--- src/rtl/hdmi_timing_gen.sv ---
// Purpose: programmable HDMI raster generator; sequences a valid/ready pixel stream onto DE/HSYNC/VSYNC/DATA.
// Latency: all video outputs are registered one cycle after the counter state that produced them.
// Backpressure: PIX_READY is combinational from counter state; mid-frame SOF pixels are held until the next frame.
//
// Ports:
//   ACLK, nRST        clock, synchronous active-low reset
//   EN                generator enable (takes effect at frame boundary)
//   H_*/V_*           region lengths: active, front porch, sync, back porch
//   HSYNC_POL/VSYNC_POL  1 = active-high sync
//   PIX_VALID/PIX_SOF/PIX_DATA/PIX_READY  pixel input stream
//   HDMI_DE/HSYNC/VSYNC/DATA  registered video outputs
//   FRAME_START       pulse alongside first DE of a frame
//   UNDERFLOW         pulse per active pixel not sourced from the stream
module hdmi_timing_gen #(
  parameter int unsigned             C_TIMING_WIDTH = 12,
  parameter int unsigned             C_DATA_WIDTH   = 24,
  parameter logic [C_DATA_WIDTH-1:0] C_BLANK_COLOR  = '0
) (
  input  logic                      ACLK,
  input  logic                      nRST,
  input  logic                      EN,
  input  logic [C_TIMING_WIDTH-1:0] H_ACTIVE,
  input  logic [C_TIMING_WIDTH-1:0] H_FP,
  input  logic [C_TIMING_WIDTH-1:0] H_SYNC,
  input  logic [C_TIMING_WIDTH-1:0] H_BP,
  input  logic [C_TIMING_WIDTH-1:0] V_ACTIVE,
  input  logic [C_TIMING_WIDTH-1:0] V_FP,
  input  logic [C_TIMING_WIDTH-1:0] V_SYNC,
  input  logic [C_TIMING_WIDTH-1:0] V_BP,
  input  logic                      HSYNC_POL,
  input  logic                      VSYNC_POL,
  input  logic                      PIX_VALID,
  input  logic                      PIX_SOF,
  input  logic [C_DATA_WIDTH-1:0]   PIX_DATA,
  output logic                      PIX_READY,
  output logic                      HDMI_DE,
  output logic                      HDMI_HSYNC,
  output logic                      HDMI_VSYNC,
  output logic [C_DATA_WIDTH-1:0]   HDMI_DATA,
  output logic                      FRAME_START,
  output logic                      UNDERFLOW
);

  // Two extra bits so the sum of four maximal fields cannot overflow.
  localparam int unsigned CW = C_TIMING_WIDTH + 2;
  localparam logic [CW-1:0] ONE = {{(CW-1){1'b0}}, 1'b1};

  // The run state doubles as the shadowed copy of EN.
  typedef enum logic {ST_IDLE = 1'b0, ST_RUN = 1'b1} state_t;

  state_t                    state;
  logic [CW-1:0]             h_cnt;
  logic [CW-1:0]             v_cnt;

  logic [C_TIMING_WIDTH-1:0] sh_h_active, sh_h_fp, sh_h_sync, sh_h_bp;
  logic [C_TIMING_WIDTH-1:0] sh_v_active, sh_v_fp, sh_v_sync, sh_v_bp;
  logic                      sh_hsync_pol, sh_vsync_pol;

  function automatic logic [CW-1:0] widen(input logic [C_TIMING_WIDTH-1:0] f);
    return {2'b00, f};
  endfunction

  // Active and sync regions must exist; a programmed 0 behaves as 1.
  function automatic logic [CW-1:0] widen_min1(input logic [C_TIMING_WIDTH-1:0] f);
    return (f == '0) ? ONE : {2'b00, f};
  endfunction

  // Region boundaries, all measured from the start of the line / frame.
  logic [CW-1:0] h_act_end, h_sync_beg, h_sync_end, h_total;
  logic [CW-1:0] v_act_end, v_sync_beg, v_sync_end, v_total;

  assign h_act_end  = widen_min1(sh_h_active);
  assign h_sync_beg = h_act_end + widen(sh_h_fp);
  assign h_sync_end = h_sync_beg + widen_min1(sh_h_sync);
  assign h_total    = h_sync_end + widen(sh_h_bp);

  assign v_act_end  = widen_min1(sh_v_active);
  assign v_sync_beg = v_act_end + widen(sh_v_fp);
  assign v_sync_end = v_sync_beg + widen_min1(sh_v_sync);
  assign v_total    = v_sync_end + widen(sh_v_bp);

  logic running, h_last, v_last, frame_end, shadow_load;
  logic active, first, sof_hold, take;
  logic hsync_on, vsync_on, hpol_eff, vpol_eff;

  assign running     = (state == ST_RUN);
  assign h_last      = (h_cnt == h_total - ONE);
  assign v_last      = (v_cnt == v_total - ONE);
  assign frame_end   = running && h_last && v_last;
  assign shadow_load = !running || frame_end;

  assign active   = running && (h_cnt < h_act_end) && (v_cnt < v_act_end);
  assign first    = active && (h_cnt == '0) && (v_cnt == '0);
  // An SOF arriving anywhere but the first pixel belongs to the next frame.
  assign sof_hold = PIX_VALID && PIX_SOF && !first;

  assign PIX_READY = active && !sof_hold;
  assign take      = PIX_READY && PIX_VALID;

  assign hsync_on = running && (h_cnt >= h_sync_beg) && (h_cnt < h_sync_end);
  assign vsync_on = running && (v_cnt >= v_sync_beg) && (v_cnt < v_sync_end);

  // While idle the shadows track the live inputs every cycle, so use the live
  // polarity directly; this makes the idle level correct from the first cycle
  // after reset even though the shadows were just cleared.
  assign hpol_eff = running ? sh_hsync_pol : HSYNC_POL;
  assign vpol_eff = running ? sh_vsync_pol : VSYNC_POL;

  always_ff @(posedge ACLK) begin
    if (!nRST) begin
      state        <= ST_IDLE;
      h_cnt        <= '0;
      v_cnt        <= '0;
      sh_h_active  <= '0;
      sh_h_fp      <= '0;
      sh_h_sync    <= '0;
      sh_h_bp      <= '0;
      sh_v_active  <= '0;
      sh_v_fp      <= '0;
      sh_v_sync    <= '0;
      sh_v_bp      <= '0;
      sh_hsync_pol <= 1'b0;
      sh_vsync_pol <= 1'b0;
      HDMI_DE      <= 1'b0;
      HDMI_HSYNC   <= 1'b0;
      HDMI_VSYNC   <= 1'b0;
      HDMI_DATA    <= '0;
      FRAME_START  <= 1'b0;
      UNDERFLOW    <= 1'b0;
    end else begin
      if (shadow_load) begin
        sh_h_active  <= H_ACTIVE;
        sh_h_fp      <= H_FP;
        sh_h_sync    <= H_SYNC;
        sh_h_bp      <= H_BP;
        sh_v_active  <= V_ACTIVE;
        sh_v_fp      <= V_FP;
        sh_v_sync    <= V_SYNC;
        sh_v_bp      <= V_BP;
        sh_hsync_pol <= HSYNC_POL;
        sh_vsync_pol <= VSYNC_POL;
      end

      case (state)
        ST_IDLE: begin
          h_cnt <= '0;
          v_cnt <= '0;
          if (EN) state <= ST_RUN;
        end
        ST_RUN: begin
          if (h_last) begin
            h_cnt <= '0;
            if (v_last) begin
              v_cnt <= '0;
              if (!EN) state <= ST_IDLE;
            end else begin
              v_cnt <= v_cnt + ONE;
            end
          end else begin
            h_cnt <= h_cnt + ONE;
          end
        end
        default: state <= ST_IDLE;
      endcase

      HDMI_DE     <= active;
      HDMI_HSYNC  <= hsync_on ? hpol_eff : ~hpol_eff;
      HDMI_VSYNC  <= vsync_on ? vpol_eff : ~vpol_eff;
      HDMI_DATA   <= take ? PIX_DATA : C_BLANK_COLOR;
      FRAME_START <= first;
      UNDERFLOW   <= active && !take;
    end
  end

endmodule

--- config.mk ---
export PLATFORM = sky130hd
export DESIGN_NAME = hdmi_timing_gen
export DESIGN_NICKNAME = d
export VERILOG_FILES = /design/src/rtl/hdmi_timing_gen.sv
export SDC_FILE = /design/constraint.sdc
export NUM_CORES = 1
export LEC_CHECK = 0
export BUFFER_PORTS_ARGS = -buffer_cell sky130_fd_sc_hd__buf_2
export CAP_MARGIN = 20
export CORE_ASPECT_RATIO = 1.4
export CORE_MARGIN = 4
export CORE_UTILIZATION = 54
export CTS_CLUSTER_SIZE = 16
export DETAILED_ROUTE_END_ITERATION = 8
export MAX_ROUTING_LAYER = met4
export PLACE_DENSITY = 0.81
export SYNTH_ARGS = -nofsm -noshare
export SYNTH_HDL_FRONTEND = slang
export SYNTH_SLANG_ARGS = --single-unit
--- constraint.sdc ---
create_clock -name ACLK -period 6.75 [get_ports ACLK]
set_input_delay 1.0125 -clock ACLK [delete_from_list [all_inputs] [get_ports ACLK]]
set_output_delay 1.0125 -clock ACLK [all_outputs]
set_load 0.005 [all_outputs]
==> impl_summary.md <==
Cells and area
The diode insertion count for antenna repair is 0. The summed area of non-filler cells in the final layout is 15000 µm². The most common cell after layout, fill and taps aside is sky130_fd_sc_hd__ha_1. The library cells used most frequently in the layout, excluding fill and tap cells, are sky130_fd_sc_hd__ha_1, sky130_fd_sc_hd__buf_2, sky130_fd_sc_hd__dfxtp_1. The synthesis-to-layout area growth is 26.0%. The net count reported at finish is 1980. The ratio of cells with drive above 1 in the final layout is 24.6%.

Critical path
The maximum cell stage delay along the critical path is 0.45 ns. The total buffers and inverters traversed by the critical path is 4. STA puts the critical path data arrival time at 7.27 ns.

The worst setup path is captured at a flip-flop. Along the worst path, the maximum fanout reaches 13. The setup path with the least slack is of type flip-flop to flip-flop.

The nature of the critical path startpoint is a flip-flop. The cell family with the largest share of critical-path delay is compound AO/OA/AOI/OAI gates. The start of the worst register-to-register path is sh_v_active[7]. The standard cell with the maximum stage delay on the critical path is sky130_fd_sc_hd__or4_4.

For the worst setup path, the data required time is 7.11 ns. The critical path starts at sh_v_active[7].

STA
Setup repair after global routing could not meet its margin everywhere. The maximum clock skew at final layout is 0.0150 ns. The worst path uses 102% of the clock period. Setup violations remaining at the end of the flow were counted as 82. The post-route worst hold slack is 0.459 ns. The sum of negative setup slack is -3.20 ns. The number of endpoints with negative hold slack in the final report is 0.

The headroom to the max-slew limit is 18.0%. The maximum frequency from static timing analysis is 145 MHz. At the pin with the least slew margin, the transition time is 1.23 ns. The number of max-slew violations in the final report is 0. The setup slack of the critical path after layout is -0.158 ns. After layout, the minimum clock period comes to 6.91 ns.

Yosys
Sequential cells were found to cover 26.3% of the synthesized design area. A synthesized cell averages 7.94 µm². After technology mapping, the gate count stands at 1496.

The top cell type by area accounts for 26.3% of the synthesized area. Counting flops with a built-in enable in the synthesized netlist gives 0. The largest area contributor in the synthesized netlist is sky130_fd_sc_hd__dfxtp_1. Yosys printed 0 warnings. In the synthesized netlist the async set-or-reset flop fraction comes to 0%.

The synthesis-stage register bit count is 156. In the post-synthesis netlist, the biggest area contributors are sky130_fd_sc_hd__dfxtp_1, sky130_fd_sc_hd__ha_1, sky130_fd_sc_hd__nand3_1. The number of nets handed over by synthesis was 1791. Synthesis instantiated 67 different standard cells from the library.

In this run the cell area of the synthesized design comes to 11900 µm². The most instantiated flip-flop cell in the synthesis netlist is sky130_fd_sc_hd__dfxtp_1.

Pwr
In this run the static leakage power is 0.00686 µW. In this run the power density over the cells is 272 nW/µm². The peak ir drop on the vdd network is 216 µV.

Global route
The global-route wire length before repair is 56.2 mm. The initial antenna violation count is 0. Global routing finished with a remaining overflow of 0.

Entering global routing, the biggest net connects 117 pins. The number of global-route vias before repair is 11.3k. Across every metal layer, demand over resource in global routing totals 29.5%.

Floorplan
During I/O placement, the number of pins put on the boundary was 157. The horizontal die dimension is 133 µm. The die covers 24500 µm². In this run the core area contains 63 standard-cell rows. The overall die height is 183 µm. The initial core utilization is 55.4%.

The area of the placeable core is 21400 µm².

Outcome
The final reports fail on setup timing. The flow ran to the end, but the final reports show violations.

Place
The number of I/O port buffers is 156. The placer's final routability congestion estimate is 0.984. The placed instances occupy a cell area of 13300 µm². The detailed placement HPWL is 27.4 mm.

Drt
The first routing iteration left 893 violations. The total vias in the final route is 12.1k. The wire length per cell after detailed routing is 19.7 µm. The final antenna-violating net count is 0. The overall routed net length is 39.2 mm. Before antenna repair, the detailed router went through 5 iterations. Dividing the detail-routed via count by the number of cells gives 6.09. The post-detailed-route DRC marker count is 0.

Hold path
The startpoint of the worst hold path is sh_v_fp[9]. The path type of the worst min-delay path is flip-flop to flip-flop.

CTS
The maximum count of clock buffers along a single path is 2. The number of buffers inserted by hold repair at cts is 0. The root buffer cell is sky130_fd_sc_hd__clkbuf_16. The CTS tree is done. The sink count of the clock tree is 156. The total number of H-tree levels is 4. TritonCTS created 17 clock buffers. The CTS clock-pin slew for the worst setup and hold paths is 0.07 ns. The clock reaches the later pin of the worst-skew pair after 0.45 ns.

Run
The total of max-cap violations is 0.
[cell type report]
cell class              count  area, µm²
clock buffers              19        443
inverters                 140        526
well taps                 292        365
flip-flops and latches    156       3130
clock inverters            13        129
repair buffers            276       2030
fillers                  1627       6480
multi-input cells        1094       8340
[layer usage]
| layer | vias up | GRT usage [%] | part of all wire (%) |
|---|---|---|---|
| met2 | 573 | 51.5 | 50 |
| met1 | 5702 | 30.4 | 36 |
| met5 | - | - | 0 |
| li1 | 5618 | - | - |
| met4 | 0 | 20.5 | 8.9 |
| met3 | 228 | 4.63 | 5.3 |
[through the flow]
step                      worst slack (ns)  cells  power [µW]  util [%]
after floorplan                      0.209   1496        2320         -
after CTS                          0.00378   1968        3870      65.9
final                               -0.158   1990        4070      69.8
after detailed placement            -0.192   1927        2860      62.1
after global routing                -0.480   1990        4310      69.8
after global placement             0.00884   1927        2800      62.1
[worst reg2reg max path: cells and delay by family (launching register included)]
kind	cells	cell delay, ns
simple gates	7	1.22
compound gates	14	2.75
fa+ha+maj	3	0.87
flops	1	0.36
buf+inv	4	0.79
xor+xnor	4	0.84
[worst paths after layout]
check / depth (start not counted) / slack (ns) / end
worst max-delay path: 32 / -0.16 / sh_v_fp[5]
worst min-delay path: 2 / 0.46 / sh_v_fp[9]
worst max register to register: 32 / -0.16 / sh_v_fp[5]
worst min register to register: 2 / 0.46 / sh_v_fp[9]
[synth_stat cells (8+ instances only)]
cell / instances
sky130_fd_sc_hd__a211oi_1: 12
sky130_fd_sc_hd__nand2_1: 105
sky130_fd_sc_hd__nand4_1: 17
sky130_fd_sc_hd__nand2b_1: 16
sky130_fd_sc_hd__o21bai_1: 11
sky130_fd_sc_hd__nor2_1: 75
sky130_fd_sc_hd__o21ai_1: 36
sky130_fd_sc_hd__or2_2: 10
sky130_fd_sc_hd__nor3_1: 24
sky130_fd_sc_hd__and3_1: 8
sky130_fd_sc_hd__and2_1: 30
sky130_fd_sc_hd__ha_1: 162
sky130_fd_sc_hd__a211o_1: 10
sky130_fd_sc_hd__o21a_1: 22
sky130_fd_sc_hd__nand3_1: 133
sky130_fd_sc_hd__o21ai_0: 57
sky130_fd_sc_hd__buf_4: 10
sky130_fd_sc_hd__xor2_1: 44
sky130_fd_sc_hd__a21o_1: 25
sky130_fd_sc_hd__clkbuf_1: 87
sky130_fd_sc_hd__nor4_1: 18
sky130_fd_sc_hd__inv_1: 140
sky130_fd_sc_hd__o31ai_1: 47
sky130_fd_sc_hd__xnor2_1: 61
sky130_fd_sc_hd__dfxtp_1: 156
sky130_fd_sc_hd__o211ai_1: 13
sky130_fd_sc_hd__a21oi_1: 58
[registers in the layout (all words and copies together) (netlist names), 12 cells and up]
signal	cells
sh_h_bp	12
sh_v_active	12
h_cnt	14
sh_v_fp	12
sh_h_sync	12
sh_v_sync	12
sh_h_fp	12
sh_v_bp	12
HDMI_DATA	24
sh_h_active	12
v_cnt	14
[kinds of logic after synthesis]
kind of cell | count (synthesis) | share of synthesized area (%)
AND/OR/NAND/NOR | 468 | 19.5
AO/OA/AOI/OAI | 344 | 19.4
buffers and inverters | 246 | 8.16
adder cells (fa/ha/maj) | 172 | 18.4
flip-flops | 156 | 26.3
XOR/XNOR | 106 | 7.94
multiplexers | 4 | 0.358
[what timing repair did]
| action | 4_1_cts | 5_1_grt |
|---|---|---|
| gates resized for setup | 24 | 124 |
| buffers inserted | 7 | 12 |
| endpoints found under the hold margin | 0 | 0 |
| pin swaps | 15 | 30 |
| endpoints found under the setup margin | 108 | 127 |
| gates cloned | 2 | 11 |
[where the power goes]
group | internal, µW | switching, µW
clock | 526 | 434
combinational | 960 | 1140
sequential | 969 | 42.6
No activity file was read; power rests on OpenSTA's default activity.
